==> src/rtl/set_pkg.sv <==
// set_pkg: shared widths, FSM state encoding and SET mode constants for set_job_sched.
package set_pkg;

    localparam int CENTRAL_W = 24;
    localparam int RADIUS_W  = 12;
    localparam int MODE_W    = 2;
    localparam int CAND_W    = 8;

    localparam logic [MODE_W-1:0] MODE_A            = 2'd0;
    localparam logic [MODE_W-1:0] MODE_AND          = 2'd1;
    localparam logic [MODE_W-1:0] MODE_XOR          = 2'd2;
    localparam logic [MODE_W-1:0] MODE_TWO_OF_THREE = 2'd3;

    typedef enum logic [2:0] {
        ST_IDLE,
        ST_LAUNCH,
        ST_RUN,
        ST_DRAIN,
        ST_RESP
    } state_t;

endpackage

==> src/rtl/set_job_sched_if.sv <==
// set_job_sched_if: request, engine and response signals around the SET job scheduler.
interface set_job_sched_if #(
    parameter int NREQ = 4,
    parameter int IDW  = 2
);
    import set_pkg::*;

    logic [NREQ-1:0]           req_valid;
    logic [NREQ-1:0]           req_ready;
    logic [CENTRAL_W*NREQ-1:0] req_central;
    logic [RADIUS_W*NREQ-1:0]  req_radius;
    logic [MODE_W*NREQ-1:0]    req_mode;
    logic                      eng_en;
    logic [CENTRAL_W-1:0]      eng_central;
    logic [RADIUS_W-1:0]       eng_radius;
    logic [MODE_W-1:0]         eng_mode;
    logic                      eng_busy;
    logic                      eng_valid;
    logic [CAND_W-1:0]         eng_candidate;
    logic                      rsp_valid;
    logic                      rsp_ready;
    logic [IDW-1:0]            rsp_id;
    logic [CAND_W-1:0]         rsp_candidate;
    logic                      rsp_err;
    logic [15:0]               jobs_done;

    modport slave (
        input  req_valid, req_central, req_radius, req_mode,
        input  eng_busy, eng_valid, eng_candidate, rsp_ready,
        output req_ready, eng_en, eng_central, eng_radius, eng_mode,
        output rsp_valid, rsp_id, rsp_candidate, rsp_err, jobs_done
    );

    modport master (
        output req_valid, req_central, req_radius, req_mode,
        output eng_busy, eng_valid, eng_candidate, rsp_ready,
        input  req_ready, eng_en, eng_central, eng_radius, eng_mode,
        input  rsp_valid, rsp_id, rsp_candidate, rsp_err, jobs_done
    );

endinterface

==> src/rtl/set_rr_arb.sv <==
// set_rr_arb: combinational round-robin picker; first valid request at or above ptr, with wrap.
module set_rr_arb #(
    parameter int NREQ = 4,
    parameter int IDW  = 2
) (
    input  logic [NREQ-1:0] req_valid,
    input  logic [IDW-1:0]  ptr,
    output logic [NREQ-1:0] grant,
    output logic [IDW-1:0]  idx
);

    logic [IDW-1:0] j;

    // Scan from the farthest offset down so the closest request to ptr wins last.
    always_comb begin
        grant = '0;
        idx   = '0;
        j     = '0;
        for (int i = NREQ - 1; i >= 0; i--) begin
            j = IDW'((int'(ptr) + i) % NREQ);
            if (req_valid[j]) begin
                grant    = '0;
                grant[j] = 1'b1;
                idx      = j;
            end
        end
    end

endmodule

==> src/rtl/set_job_sched.sv <==
// set_job_sched: round-robin front end sharing one SET candidate engine between NREQ requesters.
// Define SET_SCHED_TIMEOUT_EN to add a run watchdog that reports rsp_err on expiry.
module set_job_sched
    import set_pkg::*;
#(
    parameter int NREQ        = 4,
    parameter int IDW         = 2,
    parameter int TIMEOUT_CYC = 1023
) (
    input logic            clk,
    input logic            rst,
    set_job_sched_if.slave bus
);

    state_t          state;
    logic [IDW-1:0]  ptr;
    logic [IDW-1:0]  gidx;
    logic [NREQ-1:0] grant;
    logic            take;

`ifdef SET_SCHED_TIMEOUT_EN
    localparam int CNT_W = ($clog2(TIMEOUT_CYC + 1) > 10) ? $clog2(TIMEOUT_CYC + 1) : 10;
    logic [CNT_W-1:0] cnt;
`else
    assign bus.rsp_err = 1'b0;
`endif

    set_rr_arb #(.NREQ(NREQ), .IDW(IDW)) u_arb (
        .req_valid(bus.req_valid),
        .ptr      (ptr),
        .grant    (grant),
        .idx      (gidx)
    );

    assign bus.req_ready = (state == ST_IDLE) ? grant : '0;
    assign take          = |(bus.req_valid & bus.req_ready);

    always_ff @(posedge clk) begin
        if (rst) begin
            state             <= ST_IDLE;
            ptr               <= '0;
            bus.eng_en        <= 1'b0;
            bus.eng_central   <= '0;
            bus.eng_radius    <= '0;
            bus.eng_mode      <= '0;
            bus.rsp_valid     <= 1'b0;
            bus.rsp_id        <= '0;
            bus.rsp_candidate <= '0;
            bus.jobs_done     <= '0;
`ifdef SET_SCHED_TIMEOUT_EN
            bus.rsp_err       <= 1'b0;
            cnt               <= '0;
`endif
        end else begin
            bus.eng_en <= 1'b0;
            case (state)
                ST_IDLE: if (take) begin
                    bus.eng_central <= bus.req_central[int'(gidx)*CENTRAL_W +: CENTRAL_W];
                    bus.eng_radius  <= bus.req_radius[int'(gidx)*RADIUS_W +: RADIUS_W];
                    bus.eng_mode    <= bus.req_mode[int'(gidx)*MODE_W +: MODE_W];
                    bus.rsp_id      <= gidx;
                    bus.eng_en      <= 1'b1;
                    state           <= ST_LAUNCH;
`ifdef SET_SCHED_TIMEOUT_EN
                    bus.rsp_err     <= 1'b0;
`endif
                end
                ST_LAUNCH: begin
                    state <= ST_RUN;
`ifdef SET_SCHED_TIMEOUT_EN
                    cnt   <= '0;
`endif
                end
                ST_RUN: if (bus.eng_valid) begin
                    bus.rsp_candidate <= bus.eng_candidate;
                    state             <= ST_DRAIN;
                end
`ifdef SET_SCHED_TIMEOUT_EN
                else if (cnt == CNT_W'(TIMEOUT_CYC)) begin
                    bus.rsp_candidate <= '0;
                    bus.rsp_err       <= 1'b1;
                    bus.rsp_valid     <= 1'b1;
                    state             <= ST_RESP;
                end else begin
                    cnt <= cnt + 1'b1;
                end
`endif
                // Holding here until busy drops keeps the next eng_en off a running engine.
                ST_DRAIN: if (!bus.eng_busy) begin
                    bus.rsp_valid <= 1'b1;
                    state         <= ST_RESP;
                end
                ST_RESP: if (bus.rsp_ready) begin
                    bus.rsp_valid <= 1'b0;
                    bus.jobs_done <= bus.jobs_done + 16'd1;
                    ptr           <= (bus.rsp_id == IDW'(NREQ - 1)) ? '0 : bus.rsp_id + IDW'(1);
                    state         <= ST_IDLE;
                end
                default: state <= ST_IDLE;
            endcase
        end
    end

endmodule

==> src/flat_wrapper.sv <==
// flat-port wrapper written by rule: the top's interface ports become plain ports
module set_job_sched_flat import set_pkg::*;
#(
    parameter int NREQ        = 4,
    parameter int IDW         = 2,
    parameter int TIMEOUT_CYC = 1023
)
  (clk, rst, bus_req_valid, bus_req_central, bus_req_radius, bus_req_mode, bus_eng_busy, bus_eng_valid, bus_eng_candidate, bus_rsp_ready, bus_req_ready, bus_eng_en, bus_eng_central, bus_eng_radius, bus_eng_mode, bus_rsp_valid, bus_rsp_id, bus_rsp_candidate, bus_rsp_err, bus_jobs_done);
  set_job_sched_if #(.NREQ(NREQ), .IDW(IDW)) bus_i ();
  input logic clk;
  input logic rst;
  input wire logic [$bits(bus_i.req_valid)-1:0] bus_req_valid;
  input wire logic [$bits(bus_i.req_central)-1:0] bus_req_central;
  input wire logic [$bits(bus_i.req_radius)-1:0] bus_req_radius;
  input wire logic [$bits(bus_i.req_mode)-1:0] bus_req_mode;
  input wire logic [$bits(bus_i.eng_busy)-1:0] bus_eng_busy;
  input wire logic [$bits(bus_i.eng_valid)-1:0] bus_eng_valid;
  input wire logic [$bits(bus_i.eng_candidate)-1:0] bus_eng_candidate;
  input wire logic [$bits(bus_i.rsp_ready)-1:0] bus_rsp_ready;
  output wire logic [$bits(bus_i.req_ready)-1:0] bus_req_ready;
  output wire logic [$bits(bus_i.eng_en)-1:0] bus_eng_en;
  output wire logic [$bits(bus_i.eng_central)-1:0] bus_eng_central;
  output wire logic [$bits(bus_i.eng_radius)-1:0] bus_eng_radius;
  output wire logic [$bits(bus_i.eng_mode)-1:0] bus_eng_mode;
  output wire logic [$bits(bus_i.rsp_valid)-1:0] bus_rsp_valid;
  output wire logic [$bits(bus_i.rsp_id)-1:0] bus_rsp_id;
  output wire logic [$bits(bus_i.rsp_candidate)-1:0] bus_rsp_candidate;
  output wire logic [$bits(bus_i.rsp_err)-1:0] bus_rsp_err;
  output wire logic [$bits(bus_i.jobs_done)-1:0] bus_jobs_done;
  assign bus_i.req_valid = bus_req_valid;
  assign bus_i.req_central = bus_req_central;
  assign bus_i.req_radius = bus_req_radius;
  assign bus_i.req_mode = bus_req_mode;
  assign bus_i.eng_busy = bus_eng_busy;
  assign bus_i.eng_valid = bus_eng_valid;
  assign bus_i.eng_candidate = bus_eng_candidate;
  assign bus_i.rsp_ready = bus_rsp_ready;
  assign bus_req_ready = bus_i.req_ready;
  assign bus_eng_en = bus_i.eng_en;
  assign bus_eng_central = bus_i.eng_central;
  assign bus_eng_radius = bus_i.eng_radius;
  assign bus_eng_mode = bus_i.eng_mode;
  assign bus_rsp_valid = bus_i.rsp_valid;
  assign bus_rsp_id = bus_i.rsp_id;
  assign bus_rsp_candidate = bus_i.rsp_candidate;
  assign bus_rsp_err = bus_i.rsp_err;
  assign bus_jobs_done = bus_i.jobs_done;
  set_job_sched #(.NREQ(NREQ), .IDW(IDW), .TIMEOUT_CYC(TIMEOUT_CYC)) u_core (.clk(clk), .rst(rst), .bus(bus_i));
endmodule
==> config.mk <==
export PLATFORM = sky130hd
export DESIGN_NAME = set_job_sched_flat
export DESIGN_NICKNAME = d
export VERILOG_FILES = /design/src/rtl/set_pkg.sv /design/src/rtl/set_job_sched_if.sv /design/src/rtl/set_rr_arb.sv /design/src/rtl/set_job_sched.sv /design/src/flat_wrapper.sv
export SDC_FILE = /design/constraint.sdc
export NUM_CORES = 1
export LEC_CHECK = 0
export CORE_AREA = 2 2 119 121
export CTS_CLUSTER_DIAMETER = 200
export DETAILED_ROUTE_END_ITERATION = 12
export DIE_AREA = 0 0 121 123
export HOLD_SLACK_MARGIN = 0.1
export PLACE_DENSITY = 0.84
export SLEW_MARGIN = 20
export SYNTH_ARGS = -nofsm -noshare
export SYNTH_HDL_FRONTEND = slang
export SYNTH_SLANG_ARGS = --single-unit
==> constraint.sdc <==
create_clock -name clk -period 3.25 [get_ports clk]
set_input_delay 0.4875 -clock clk [delete_from_list [all_inputs] [get_ports clk]]
set_output_delay 0.4875 -clock clk [all_outputs]
set_load 0.1 [all_outputs]
==> results.toml <==
[synth]
syn-instance-count = 588
postSynthNetCount = 767
synth_ff_type = "dfxtp_1"
async_reset_ff_share_pct = 0
synthesis.area_sq_um = 5070
synth_cell_type_count = 51
synth-seq-cells = 71
synth-edff-count = 0
syn_area_per_cell_sq_um = 8.62
yosysWarnings = 0
seq_area_frac_synth_pct = 28.1

[die]
ios = 240
core_area_sq_um = 13600
die_w_um = 121
dieArea_sq_um = 14900
floorplan.initialDensity_pct = 37.2
die_height_um = 123
num_rows = 43

[clocking]
clk_pin_slew_ns = 0.06
cts_tree = "built"
cts_resized = 0
clk_latency_ns = 0.34
cts_made_buffers = 9
postCtsSetupBuffers = 0
postCtsHoldBufs = 0
cts-root-buf = "clkbuf_16"
h-tree-depth = 3
clk_path_buf_depth = 2
cts_sinks = 71

[pwr]
combPwrFrac_pct = 46.0
powerDensity_nw_per_um2 = 472
leakage_uw = 0.00301
pwr-share-clk_pct = 26.5
p_switching_uw = 1580
p_sw_share_pct = 42.2
intPower_uw = 2160
ir_drop_uv = 237
p_seq_share_pct = 27.5

[global_route]
grt_pass1_wl_um = 25300
grt_antenna_before_repair = 0
grt_usage_pct = 21.3
grt_start_max_net_pins = 78
grt_pass1_vias = 5189
grt_overflow = 0

[timing]
slew_headroom_pct = 32.2
fin_crit_ns = 3.03
fmax_mhz = 330
tns_ns = 0
worstMarginPinSlew_ns = 1.01
finalCritPeriodShare_pct = 93.2
hold_viol_final = 0
skew_ns = 0.0103
setup_violations = 0
rsz0062_at_grt = "no"
slew_violations = 0

[placed_design]
hpwlAfterDp_um = 11600
routabilityCongestion = 0.847
placedInstanceArea_sq_um = 7620
io_buffer_count = 238

[layout]
area_growth_pct = 56.6
fin_area_sq_um = 7930
fin_nets = 970
n_antenna_cell = 0
layout-drive-gt1-share_pct = 14.8

[route]
firstDrtPassIters = 4
drtAntennaViolNets = 0
drc = 0
first_iter_violations = 329
dr_total_vias = 5400
routed_wl_um = 16100
viasPerCell = 5.53
wl_per_cell_um = 16.5

[critical_path]
path_max_fanout = 13
critPathKind = "flip-flop to output pin"
critPathCaptureType = "output pin"
cp.arrival_ns = 2.54
required_ns = 2.76
cp-start-kind = "flip-flop"

[hold_path]
hold_path.class = "flip-flop to flip-flop"

[flow_run]
maxCapViolations = 0

[status]
status = "complete, no violations"
-- layout make-up --
cell class,count,area [sq um]
Clock inverter,6,70.1
Fill cell,1205,5680
Timing Repair Buffer,259,2590
Tap cell,180,225
Clock buffer,10,229
Inverter,45,169
Sequential cell,71,1420
Multi-Input combinational cell,405,3220
-- sequential cells by signal, summed over array words and instances, names as in the netlist --
| name | count |
|---|---|
| u_core.bus.rsp_id | 2 |
| u_core.bus.jobs_done | 16 |
| u_core.ptr | 2 |
| u_core.state | 3 |
| u_core.bus.eng_radius | 12 |
| u_core.bus.rsp_candidate | 8 |
| u_core.bus.rsp_valid | 1 |
| u_core.bus.eng_en | 1 |
| u_core.bus.eng_mode | 2 |
| u_core.bus.eng_central | 24 |
-- power by group through the flow --
stage	Sequential (uW)	Clock [uW]	Combinational (uW)
after floorplan	1720	0	516
after global placement	1050	0	1710
final	1030	991	1720
after global routing	1040	1060	1790
after CTS	1030	1020	1730
after detailed placement	1050	0	1720
-- per-layer routing --
metal / track usage, % / up-vias / part of all wire (%) / routed length, um
met5: 0 / - / 0 / 0
met4: 7.63 / 0 / 1.9 / 303
met3: 5.86 / 25 / 8.0 / 1300
met2: 37.4 / 234 / 50 / 8120
met1: 24.9 / 2511 / 40 / 6410
li1: - / 2630 / - / -
-- placed cells by master, fill, tap and decap left out, types with 6 or more instances in the layout --
cell,instances
o221ai_1,76
ha_1,10
nand3_1,6
nand2b_1,6
nand2_1,52
o21ai_0,10
inv_1,43
buf_12,9
o311ai_0,37
mux2i_1,51
xor2_1,9
clkdlybuf4s50_1,215
clkbuf_16,9
buf_4,34
nor2_1,33
mux2_2,38
dfxtp_1,71
a21oi_1,12
-- cells in the mapped netlist, types with 2 or more instances --
cell type  number  share of area, %
inv_1          44               3.3
mux2i_1        51                10
o21ai_0        10              0.99
o221ai_1       76                13
mux2_2         38               8.4
xnor2_1         3              0.52
buf_1           3              0.22
ha_1           10               2.5
nor3_2          2              0.40
buf_6           6               1.3
o311ai_0       37               6.4
nor3b_1         2              0.30
o311ai_1        2              0.35
o311a_1         3              0.59
buf_2           8              0.79
nand3_1         6              0.59
o211ai_1        2              0.30
or3_1           4              0.49
a21oi_1        13               1.3
nand4_1         3              0.37
o21ai_1         2              0.20
mux4_2          4               1.8
a21o_1          4              0.59
and3_1          5              0.62
dfxtp_1        71                28
nand2b_1        6              0.74
and2_1          5              0.62
o31ai_1         3              0.44
clkbuf_1       49               3.6
nand2_1        53               3.9
xor2_1          9               1.6
nor2_1         33               2.4
nor3_1          3              0.30
-- final timing paths --
kind | startpoint | to | slack [ns] | cells after the start
worst max-delay path | u_core.ptr[1] | bus_req_ready[1] | 0.22 | 8
worst max register to register | u_core.ptr[1] | u_core.bus.eng_central[4] | 0.38 | 10
worst min-delay path | u_core.bus.eng_central[1] | u_core.bus.eng_central[1] | 0.46 | 2
worst min register to register | u_core.bus.eng_central[1] | u_core.bus.eng_central[1] | 0.46 | 2
-- critical path, cell delays in order, from the launching register on --
cell and delay [ns]:
dfxtp_1 0.33, inv_1 0.13, ha_1 0.35, buf_4 0.18
mux4_2 0.38, nor3b_2 0.27, and2_1 0.20, o311a_2 0.20
buf_12 0.17
-- through the flow --
stage / instances / total power (uW) / utilization (%) / worst slack, ns / hold slack, ns
floorplan: 588 / 2240 / - / 0.0377 / 0.507
global placement: 960 / 2760 / 56.0 / 0.237 / 0.444
detailed placement: 960 / 2770 / 56.0 / 0.140 / 0.450
CTS: 976 / 3780 / 58.2 / 0.166 / 0.458
global route: 976 / 3890 / 58.3 / 0.0166 / 0.475
finish: 976 / 3740 / 58.3 / 0.222 / 0.456
-- cells by family after synthesis --
logic type      share of synthesized area [%]
mux                                      20.3
other cells                            0.0740
fa+ha+maj                                2.47
simple gates                             12.0
flops                                    28.1
compound gates                           25.6
buf+inv                                  9.46
xor+xnor                                 2.07
Power figures use the tool's default switching activity.
